==> config.mk <==
export PLATFORM = sky130hd
export DESIGN_NAME = match_controller_flat
export DESIGN_NICKNAME = d
export VERILOG_FILES = /design/src/rtl/game_pkg.sv /design/src/rtl/match_controller_if.sv /design/src/rtl/seg7_digit.sv /design/src/rtl/match_controller.sv /design/src/flat_wrapper.sv
export SDC_FILE = /design/constraint.sdc
export NUM_CORES = 1
export LEC_CHECK = 0
export CAP_MARGIN = 40
export CORE_UTILIZATION = 51
export CTS_BUF_LIST = sky130_fd_sc_hd__clkbuf_16
export CTS_CLUSTER_DIAMETER = 60
export DETAILED_ROUTE_END_ITERATION = 10
export PLACE_DENSITY_LB_ADDON = 0.08
export SLEW_MARGIN = 20
export SYNTH_ARGS = -nofsm -noshare
export SYNTH_HDL_FRONTEND = slang
export SYNTH_SLANG_ARGS = --single-unit
==> constraint.sdc <==
create_clock -name clk -period 2.7 [get_ports clk]
set_input_delay 0.54 -clock clk [delete_from_list [all_inputs] [get_ports clk]]
set_output_delay 0.54 -clock clk [all_outputs]
set_load 0.02 [all_outputs]
==> src/rtl/game_pkg.sv <==
// Shared types and constants for the tug-of-war match sequencer.
package game_pkg;

  typedef enum logic [2:0] {
    IDLE       = 3'd0,
    ROUND_CLR  = 3'd1,
    PLAY       = 3'd2,
    WIN_HOLD   = 3'd3,
    MATCH_OVER = 3'd4
  } state_t;

  // Match winner encoding
  localparam logic [1:0] WINNER_NONE  = 2'b00;
  localparam logic [1:0] WINNER_RIGHT = 2'b01;
  localparam logic [1:0] WINNER_LEFT  = 2'b10;

  // Active-low 7-segment digit images, bit 6 = segment g
  localparam logic [6:0] SEG_0 = 7'b1000000;
  localparam logic [6:0] SEG_1 = 7'b1111001;
  localparam logic [6:0] SEG_2 = 7'b0100100;
  localparam logic [6:0] SEG_3 = 7'b0110000;
  localparam logic [6:0] SEG_4 = 7'b0011001;
  localparam logic [6:0] SEG_5 = 7'b0010010;
  localparam logic [6:0] SEG_6 = 7'b0000010;
  localparam logic [6:0] SEG_7 = 7'b1111000;

endpackage

==> src/rtl/match_controller_if.sv <==
// Control/status bundle between the match sequencer and the playfield/displays.
interface match_controller_if;
  logic       start;
  logic       l_win;
  logic       r_win;
  logic       play_en;
  logic       field_clr;
  logic [2:0] l_score;
  logic [2:0] r_score;
  logic [6:0] l_hex;
  logic [6:0] r_hex;
  logic       match_over;
  logic [1:0] winner;

  // Controller side
  modport slave (
    input  start, l_win, r_win,
    output play_en, field_clr, l_score, r_score, l_hex, r_hex, match_over, winner
  );

  // Stimulus / consumer side
  modport master (
    output start, l_win, r_win,
    input  play_en, field_clr, l_score, r_score, l_hex, r_hex, match_over, winner
  );
endinterface

==> src/rtl/seg7_digit.sv <==
// Combinational 3-bit value to active-low 7-segment image.
module seg7_digit
  import game_pkg::*;
(
  input  logic [2:0] i_digit,
  output logic [6:0] o_seg
);

  // Digit lookup
  always_comb begin
    o_seg = SEG_0;
    case (i_digit)
      3'd0: o_seg = SEG_0;
      3'd1: o_seg = SEG_1;
      3'd2: o_seg = SEG_2;
      3'd3: o_seg = SEG_3;
      3'd4: o_seg = SEG_4;
      3'd5: o_seg = SEG_5;
      3'd6: o_seg = SEG_6;
      3'd7: o_seg = SEG_7;
      default: o_seg = SEG_0;
    endcase
  end

endmodule

==> src/rtl/match_controller.sv <==
// Best-of-N match sequencer: enables play, counts round wins, holds each
// result, clears the playfield between rounds and stops at the target score.
// Every output is a register loaded from the next-state decode, so outputs
// change exactly on the edge that changes the state.
module match_controller
  import game_pkg::*;
#(
  parameter int HOLD_CYCLES = 4,
  parameter int WIN_SCORE   = 7
) (
  input  logic              clk,
  input  logic              reset,
  match_controller_if.slave bus
);

  localparam int            CW        = $clog2(HOLD_CYCLES + 1);
  localparam logic [CW-1:0] HOLD_LOAD = CW'(HOLD_CYCLES - 1);
  localparam logic [2:0]    WIN_MAX   = 3'(WIN_SCORE);

  state_t        r_state,     w_state_nxt;
  logic [CW-1:0] r_hold_cnt,  w_hold_nxt;
  logic [2:0]    r_l_score,   w_l_score_nxt;
  logic [2:0]    r_r_score,   w_r_score_nxt;
  logic [1:0]    r_winner,    w_winner_nxt;
  logic [6:0]    r_l_hex,     r_r_hex;
  logic [6:0]    w_l_seg,     w_r_seg;
  logic          r_play_en,   r_field_clr, r_match_over;

  // Digits decode the next score so the hex register tracks the score register
  seg7_digit u_l_seg (.i_digit(w_l_score_nxt), .o_seg(w_l_seg));
  seg7_digit u_r_seg (.i_digit(w_r_score_nxt), .o_seg(w_r_seg));

  // Next-state, hold counter, score and winner decode
  always_comb begin
    w_state_nxt   = r_state;
    w_hold_nxt    = r_hold_cnt;
    w_l_score_nxt = r_l_score;
    w_r_score_nxt = r_r_score;
    w_winner_nxt  = r_winner;
    case (r_state)
      IDLE: begin
        if (bus.start) begin
          w_l_score_nxt = 3'd0;
          w_r_score_nxt = 3'd0;
          w_winner_nxt  = WINNER_NONE;
          w_state_nxt   = ROUND_CLR;
        end
      end
      ROUND_CLR: w_state_nxt = PLAY;
      PLAY: begin
        case ({bus.l_win, bus.r_win})
          2'b10: begin
            if (r_l_score < WIN_MAX) w_l_score_nxt = r_l_score + 3'd1;
            w_hold_nxt  = HOLD_LOAD;
            w_state_nxt = WIN_HOLD;
          end
          2'b01: begin
            if (r_r_score < WIN_MAX) w_r_score_nxt = r_r_score + 3'd1;
            w_hold_nxt  = HOLD_LOAD;
            w_state_nxt = WIN_HOLD;
          end
          // Tie: round is spent, nobody scores
          2'b11: begin
            w_hold_nxt  = HOLD_LOAD;
            w_state_nxt = WIN_HOLD;
          end
          default: w_state_nxt = PLAY;
        endcase
      end
      WIN_HOLD: begin
        if (r_hold_cnt == '0) begin
          if (r_l_score == WIN_MAX) begin
            w_winner_nxt = WINNER_LEFT;
            w_state_nxt  = MATCH_OVER;
          end else if (r_r_score == WIN_MAX) begin
            w_winner_nxt = WINNER_RIGHT;
            w_state_nxt  = MATCH_OVER;
          end else begin
            w_state_nxt  = ROUND_CLR;
          end
        end else begin
          w_hold_nxt = r_hold_cnt - 1'b1;
        end
      end
      MATCH_OVER: begin
        if (bus.start) begin
          w_l_score_nxt = 3'd0;
          w_r_score_nxt = 3'd0;
          w_winner_nxt  = WINNER_NONE;
          w_state_nxt   = ROUND_CLR;
        end
      end
      default: w_state_nxt = IDLE;
    endcase
  end

  // State and registered outputs; reset clears everything immediately
  always_ff @(posedge clk or negedge reset) begin
    if (!reset) begin
      r_state      <= IDLE;
      r_hold_cnt   <= '0;
      r_l_score    <= 3'd0;
      r_r_score    <= 3'd0;
      r_winner     <= WINNER_NONE;
      r_l_hex      <= SEG_0;
      r_r_hex      <= SEG_0;
      r_play_en    <= 1'b0;
      r_field_clr  <= 1'b0;
      r_match_over <= 1'b0;
    end else begin
      r_state      <= w_state_nxt;
      r_hold_cnt   <= w_hold_nxt;
      r_l_score    <= w_l_score_nxt;
      r_r_score    <= w_r_score_nxt;
      r_winner     <= w_winner_nxt;
      r_l_hex      <= w_l_seg;
      r_r_hex      <= w_r_seg;
      r_play_en    <= (w_state_nxt == PLAY);
      r_field_clr  <= (w_state_nxt == ROUND_CLR);
      r_match_over <= (w_state_nxt == MATCH_OVER);
    end
  end

  assign bus.play_en    = r_play_en;
  assign bus.field_clr  = r_field_clr;
  assign bus.l_score    = r_l_score;
  assign bus.r_score    = r_r_score;
  assign bus.l_hex      = r_l_hex;
  assign bus.r_hex      = r_r_hex;
  assign bus.match_over = r_match_over;
  assign bus.winner     = r_winner;

endmodule

==> src/flat_wrapper.sv <==
// flat-port wrapper written by rule: the top's interface ports become plain ports
module match_controller_flat import game_pkg::*;
#(
  parameter int HOLD_CYCLES = 4,
  parameter int WIN_SCORE   = 7
)
  (clk, reset, bus_start, bus_l_win, bus_r_win, bus_play_en, bus_field_clr, bus_l_score, bus_r_score, bus_l_hex, bus_r_hex, bus_match_over, bus_winner);
  match_controller_if bus_i ();
  input  logic clk;
  input  logic reset;
  input wire logic [$bits(bus_i.start)-1:0] bus_start;
  input wire logic [$bits(bus_i.l_win)-1:0] bus_l_win;
  input wire logic [$bits(bus_i.r_win)-1:0] bus_r_win;
  output wire logic [$bits(bus_i.play_en)-1:0] bus_play_en;
  output wire logic [$bits(bus_i.field_clr)-1:0] bus_field_clr;
  output wire logic [$bits(bus_i.l_score)-1:0] bus_l_score;
  output wire logic [$bits(bus_i.r_score)-1:0] bus_r_score;
  output wire logic [$bits(bus_i.l_hex)-1:0] bus_l_hex;
  output wire logic [$bits(bus_i.r_hex)-1:0] bus_r_hex;
  output wire logic [$bits(bus_i.match_over)-1:0] bus_match_over;
  output wire logic [$bits(bus_i.winner)-1:0] bus_winner;
  assign bus_i.start = bus_start;
  assign bus_i.l_win = bus_l_win;
  assign bus_i.r_win = bus_r_win;
  assign bus_play_en = bus_i.play_en;
  assign bus_field_clr = bus_i.field_clr;
  assign bus_l_score = bus_i.l_score;
  assign bus_r_score = bus_i.r_score;
  assign bus_l_hex = bus_i.l_hex;
  assign bus_r_hex = bus_i.r_hex;
  assign bus_match_over = bus_i.match_over;
  assign bus_winner = bus_i.winner;
  match_controller #(.HOLD_CYCLES(HOLD_CYCLES), .WIN_SCORE(WIN_SCORE)) u_core (.clk(clk), .reset(reset), .bus(bus_i));
endmodule
==> results of run 1 <==
sequential cells by signal, summed over array words and instances (netlist names):
| signal | cells |
|---|---|
| u_core.r_hold_cnt | 3 |
| u_core.r_state | 3 |
| u_core.bus.l_score | 3 |
| u_core.bus.winner | 2 |
| u_core.bus.r_score | 3 |
| u_core.bus.match_over | 1 |
| u_core.bus.r_hex | 7 |
| u_core.bus.play_en | 1 |
| u_core.bus.l_hex | 7 |
| u_core.bus.field_clr | 1 |
layout make-up:
type	count	area, µm²
fill	232	885
multi-input combinational	104	785
sequential	31	778
timing repair buffer	34	328
clock buffer	5	125
tap	44	55.1
clock inverter	3	38.8
inverter	9	33.8
cell usage in the layout, fill, tap and decap left out, drive strengths merged, types with 2 or more instances in the layout:
cell type	n
nand2b	3
o211ai	3
ha	16
or3b	2
clkdlybuf4s50	29
o211a	2
nand2	15
nor2b	4
nand3	3
o32ai	3
clkinv	2
o21ai	5
mux2	5
mux2i	7
buf	5
a31oi	4
a22oi	2
inv	9
and3	2
clkbuf	5
dfstp	2
dfrtp	29
nor2	13
o22ai	2
kinds of logic (layout without fill, tap and decap cells):
family / count (synthesis) / count (layout) / synth area share
flip-flops: 31 / 31 / 0.481
AO/OA/AOI/OAI: 28 / 28 / 0.125
buffers and inverters: 14 / 51 / 0.0348
multiplexers: 12 / 12 / 0.0804
AND/OR/NAND/NOR: 48 / 48 / 0.155
adder cells (fa/ha/maj): 16 / 16 / 0.124
layer usage:
metal	vias to the layer above	wire [µm]	track usage
met5	-	0	0
met4	0	74	0.0952
met3	9	120	0.0659
met2	26	1530	0.342
met1	569	1500	0.289
li1	597	-	-
power by group:
group	switching (mW)	total, mW	internal [mW]
logic	0.694	1.32	0.627
clock network	0.191	0.620	0.429
registers	0.160	0.831	0.671
final timing paths:
kind	endpoint	cells past startpoint	startpoint
max	u_core.bus.l_hex[4]	8	bus_l_win
min	u_core.r_hold_cnt[2]	1	u_core.r_hold_cnt[2]
max reg2reg	u_core.bus.l_hex[4]	7	u_core.r_state[0]
min reg2reg	u_core.r_hold_cnt[2]	1	u_core.r_hold_cnt[2]
max in group asynchronous	u_core.bus.l_hex[6]	2	reset
min in group asynchronous	u_core.bus.match_over	2	reset
per-stage QoR:
stage	setup slack [ns]	TNS (ns)	area, µm²	std cells
6_report	0.224	0	2140	230
5_1_grt	0.0961	0	2140	230
4_1_cts	0.230	0	2140	230
3_5_place_dp	-0.00783	-0.0121	1980	222
3_3_place_gp	0.0458	0	1980	222
2_1_floorplan	0.589	0	1620	149
worst max-delay path, cell delays in order:
cell and delay (ns):
clkdlybuf4s50_1 0.52, or3b_4 0.45, nor2_8 0.13, mux2i_1 0.34, ha_1 0.27, inv_1 0.07, o22ai_1 0.17, o21ai_0 0.13
==> impl_metrics.json, run 1 <==
{
  "synth_cell_types": 38,
  "dr.pass1.iters": 4,
  "yosysWarnings": 0,
  "overflow": 0,
  "yosysMostFrequentCell": "dfrtp_1",
  "cts.sinks": 31,
  "grtUsageTotal": 0.220,
  "max-cap-violations": 0,
  "root_buffer": "clkbuf_16",
  "fin_crit_ns": 2.48,
  "cts_resized": 0,
  "yosys.area.top_type": "dfrtp_1",
  "synth_seq_cells": 31,
  "fin_util": 0.708,
  "synthArstFlopShare": 1.00,
  "die_h_um": 58.3,
  "ys_top_cells_by_count": "dfrtp_1, ha_1, nand2_1",
  "max_freq_mhz": 404,
  "dpl.hpwl_um": 2190,
  "cts_buffers": 5,
  "ctsHoldBuffers": 0,
  "crit_type": "in -> reg",
  "syn_area_per_cell_um2": 10.9,
  "finalWirelength_um": 3220,
  "synth-edff-count": 0,
  "min_path_type": "reg -> reg",
  "grt_pass1_vias": 1222,
  "antenna_found_initial": 0,
  "finalHoldViolCount": 0,
  "via_per_inst": 5.22,
  "postRouteAntennaNets": 0,
  "rsz0062_at_grt": "false",
  "core_area_um2": 3030,
  "area_growth_pct": 32.4,
  "cts_max_path_buffers": 2,
  "ys_top_cells_by_area": "dfrtp_1, ha_1, mux2i_1",
  "setup_viol": 0,
  "die-area_um2": 3400,
  "insertion_delay_ns": 0.28,
  "drv_slew": 0,
  "synth_top_area_share": 0.448,
  "synth_fp_nets": 170,
  "ioPinCount": 30,
  "ir_drop_mv": 0.649,
  "cts_tree": "done",
  "status": "finished clean",
  "grt_max_degree": 32,
  "worstSetupStartpointType": "input port",
  "fin_hold_ws_ns": 0.494,
  "fin_total_pwr_mw": 2.77,
  "drt-initial-drc-count": 50,
  "die_w_um": 58.3,
  "gp_congestion": 0.785,
  "crit_required_ns": 2.84,
  "tightest_slew_ns": 0.424,
  "timing.slew.headroom": 0.718,
  "initial_core_util": 0.535,
  "r2r_slack_ns": 0.45,
  "portBuffers": 29,
  "synth_area_um2": 1620,
  "drcViolationCount": 0,
  "cts_htree_levels": 2,
  "antenna_cells": 0,
  "ys_seq_area_frac": 0.481,
  "synthCells": 149,
  "post_cts.repair.setup_buffers": 0,
  "path_clk_slew_ns": 0.05,
  "worstPathArrival_ns": 2.62,
  "crit_fanout": 5,
  "synth_flop_cell": "dfrtp_1",
  "rows": 20,
  "power_density_nw_per_um2": 1290,
  "leakage_nw": 0.985,
  "wl_per_cell_um": 14.0,
  "final_nets": 206,
  "final.setup_skew_ns": 0.00279,
  "fin_crit_sh": 0.917,
  "drive_gt1_frac": 0.118,
  "grt_pass1_wl_um": 5490,
  "vias": 1201,
  "endpoint_kind": "register"
}
No activity file was read; power rests on OpenSTA's default activity.
==> inputs of run 2 (changes only) <==
CAP_MARGIN = unset   (was 40)
MAX_ROUTING_LAYER = met4   (was unset)
==> impl_metrics.json, run 2 (synthesis gave the netlist of run 1 again) <==
{
  "status": "finished clean",
  "drt-initial-drc-count": 47,
  "fillers": 232,
  "post_cts.repair.setup_buffers": 0,
  "gp_congestion": 0.796,
  "tightest_slew_ns": 0.423,
  "fin_crit_ns": 2.48,
  "slowest_delay_ns": 0.52,
  "initial_core_util": 0.535,
  "fin_tns_setup_ns": 0,
  "dpl.hpwl_um": 2190,
  "vias": 1216,
  "drv_slew": 0,
  "max-cap-violations": 0,
  "hold_path_depth": 1,
  "ir_drop_mv": 0.649,
  "ctsHoldBuffers": 0,
  "drive_gt1_frac": 0.118,
  "power_density_nw_per_um2": 1290,
  "crit_required_ns": 2.84,
  "grt_pass1_vias": 1222,
  "final_cell_area_um2": 2140,
  "crit_fanout": 5,
  "crit_type": "in -> reg",
  "slowest_stage": "clkdlybuf4s50_1",
  "antenna_cells": 0,
  "insertion_delay_ns": 0.28,
  "finalHoldViolCount": 0,
  "fin_crit_sh": 0.917,
  "drcViolationCount": 0,
  "root_buffer": "clkbuf_16",
  "portBuffers": 29,
  "rows": 20,
  "final-seq-area_um2": 778,
  "dr.pass1.iters": 4,
  "antenna_found_initial": 0,
  "via_per_inst": 5.29,
  "final.setup_skew_ns": 0.00265,
  "rsz0062_at_grt": "false",
  "finalWirelength_um": 3240,
  "postRouteAntennaNets": 0,
  "grt_pass1_wl_um": 5490,
  "min_path_type": "reg -> reg",
  "endpoint_kind": "register",
  "multiInputGateArea_um2": 785,
  "place_area_um2": 1980,
  "setup_viol": 0,
  "cts_max_path_buffers": 2,
  "final_cell_mix": "clkdlybuf4s50_1, dfrtp_1, ha_1",
  "grt_max_degree": 32,
  "leakage_nw": 0.985,
  "timing.slew.headroom": 0.718,
  "cts_htree_levels": 2,
  "cts.sinks": 31,
  "cts_tree": "done",
  "final_nets": 206,
  "overflow": 0,
  "die_w_um": 58.3,
  "grtUsageTotal": 0.227,
  "path_clk_slew_ns": 0.05,
  "core_area_um2": 3030,
  "cts_buffers": 5,
  "crit_chain": "clkdlybuf4s50_1, or3b_4, nor2_8, mux2i_1, ha_1, o32ai_1, a21oi_1, o21ai_0",
  "die-area_um2": 3400,
  "wl_per_cell_um": 14.1,
  "ioPinCount": 30,
  "die_h_um": 58.3,
  "worstSetupStartpointType": "input port",
  "worstPathArrival_ns": 2.62,
  "reg2reg_depth": 7,
  "cts_resized": 0,
  "area_growth_pct": 32.4,
  "max_freq_mhz": 404
}
-- run 2: path summary, 6_finish.rpt --
path                                 startpoint                     to  slack [ns]
max                                   bus_l_win    u_core.bus.l_hex[4]        0.22
min                        u_core.r_hold_cnt[2]   u_core.r_hold_cnt[2]        0.49
max reg2reg                   u_core.r_state[0]    u_core.bus.l_hex[4]        0.45
min reg2reg                u_core.r_hold_cnt[2]   u_core.r_hold_cnt[2]        0.49
max in group asynchronous                 reset    u_core.bus.l_hex[6]        1.73
min in group asynchronous                 reset  u_core.bus.match_over        0.66
-- run 2: cell type report --
| class | instances | share of cell area |
|---|---|---|
| multi-input cells | 104 | 0.366 |
| flip-flops and latches | 31 | 0.363 |
| inverters | 9 | 0.0158 |
| clock inverters | 3 | 0.0181 |
| well taps | 44 | 0.0257 |
| repair buffers | 34 | 0.153 |
| clock buffers | 5 | 0.0584 |
-- run 2: per-stage QoR --
| step | setup slack [ns] | power [mW] | utilization | cells | hold slack (ns) |
|---|---|---|---|---|---|
| 2_1_floorplan | 0.589 | 1.65 | - | 149 | 0.244 |
| 3_3_place_gp | 0.0458 | 2.11 | 0.654 | 222 | 0.475 |
| 3_5_place_dp | -0.00783 | 2.14 | 0.654 | 222 | 0.479 |
| 4_1_cts | 0.230 | 2.79 | 0.708 | 230 | 0.494 |
| 5_1_grt | 0.0961 | 2.97 | 0.708 | 230 | 0.501 |
| 6_report | 0.223 | 2.77 | 0.708 | 230 | 0.494 |
-- run 2: power by group --
group	leakage (nW)	total [mW]	switching, mW	internal [mW]
Clock	0.0812	0.621	0.191	0.429
Combinational	0.520	1.32	0.694	0.627
Sequential	0.383	0.831	0.160	0.671
-- run 2: layer usage --
layer	global-route usage	up-vias	wire length [µm]
li1	-	598	-
met1	0.289	569	1480
met3	0.0659	9	152
met5	-	-	0
met4	0.0952	0	70
met2	0.342	40	1530
-- run 2: worst max-delay path: cells and delay by family --
kind	cells	cell delay, ns
AO/OA/AOI/OAI	3	0.38
buffers and inverters	1	0.52
AND/OR/NAND/NOR	2	0.58
adder cells (fa/ha/maj)	1	0.27
multiplexers	1	0.34
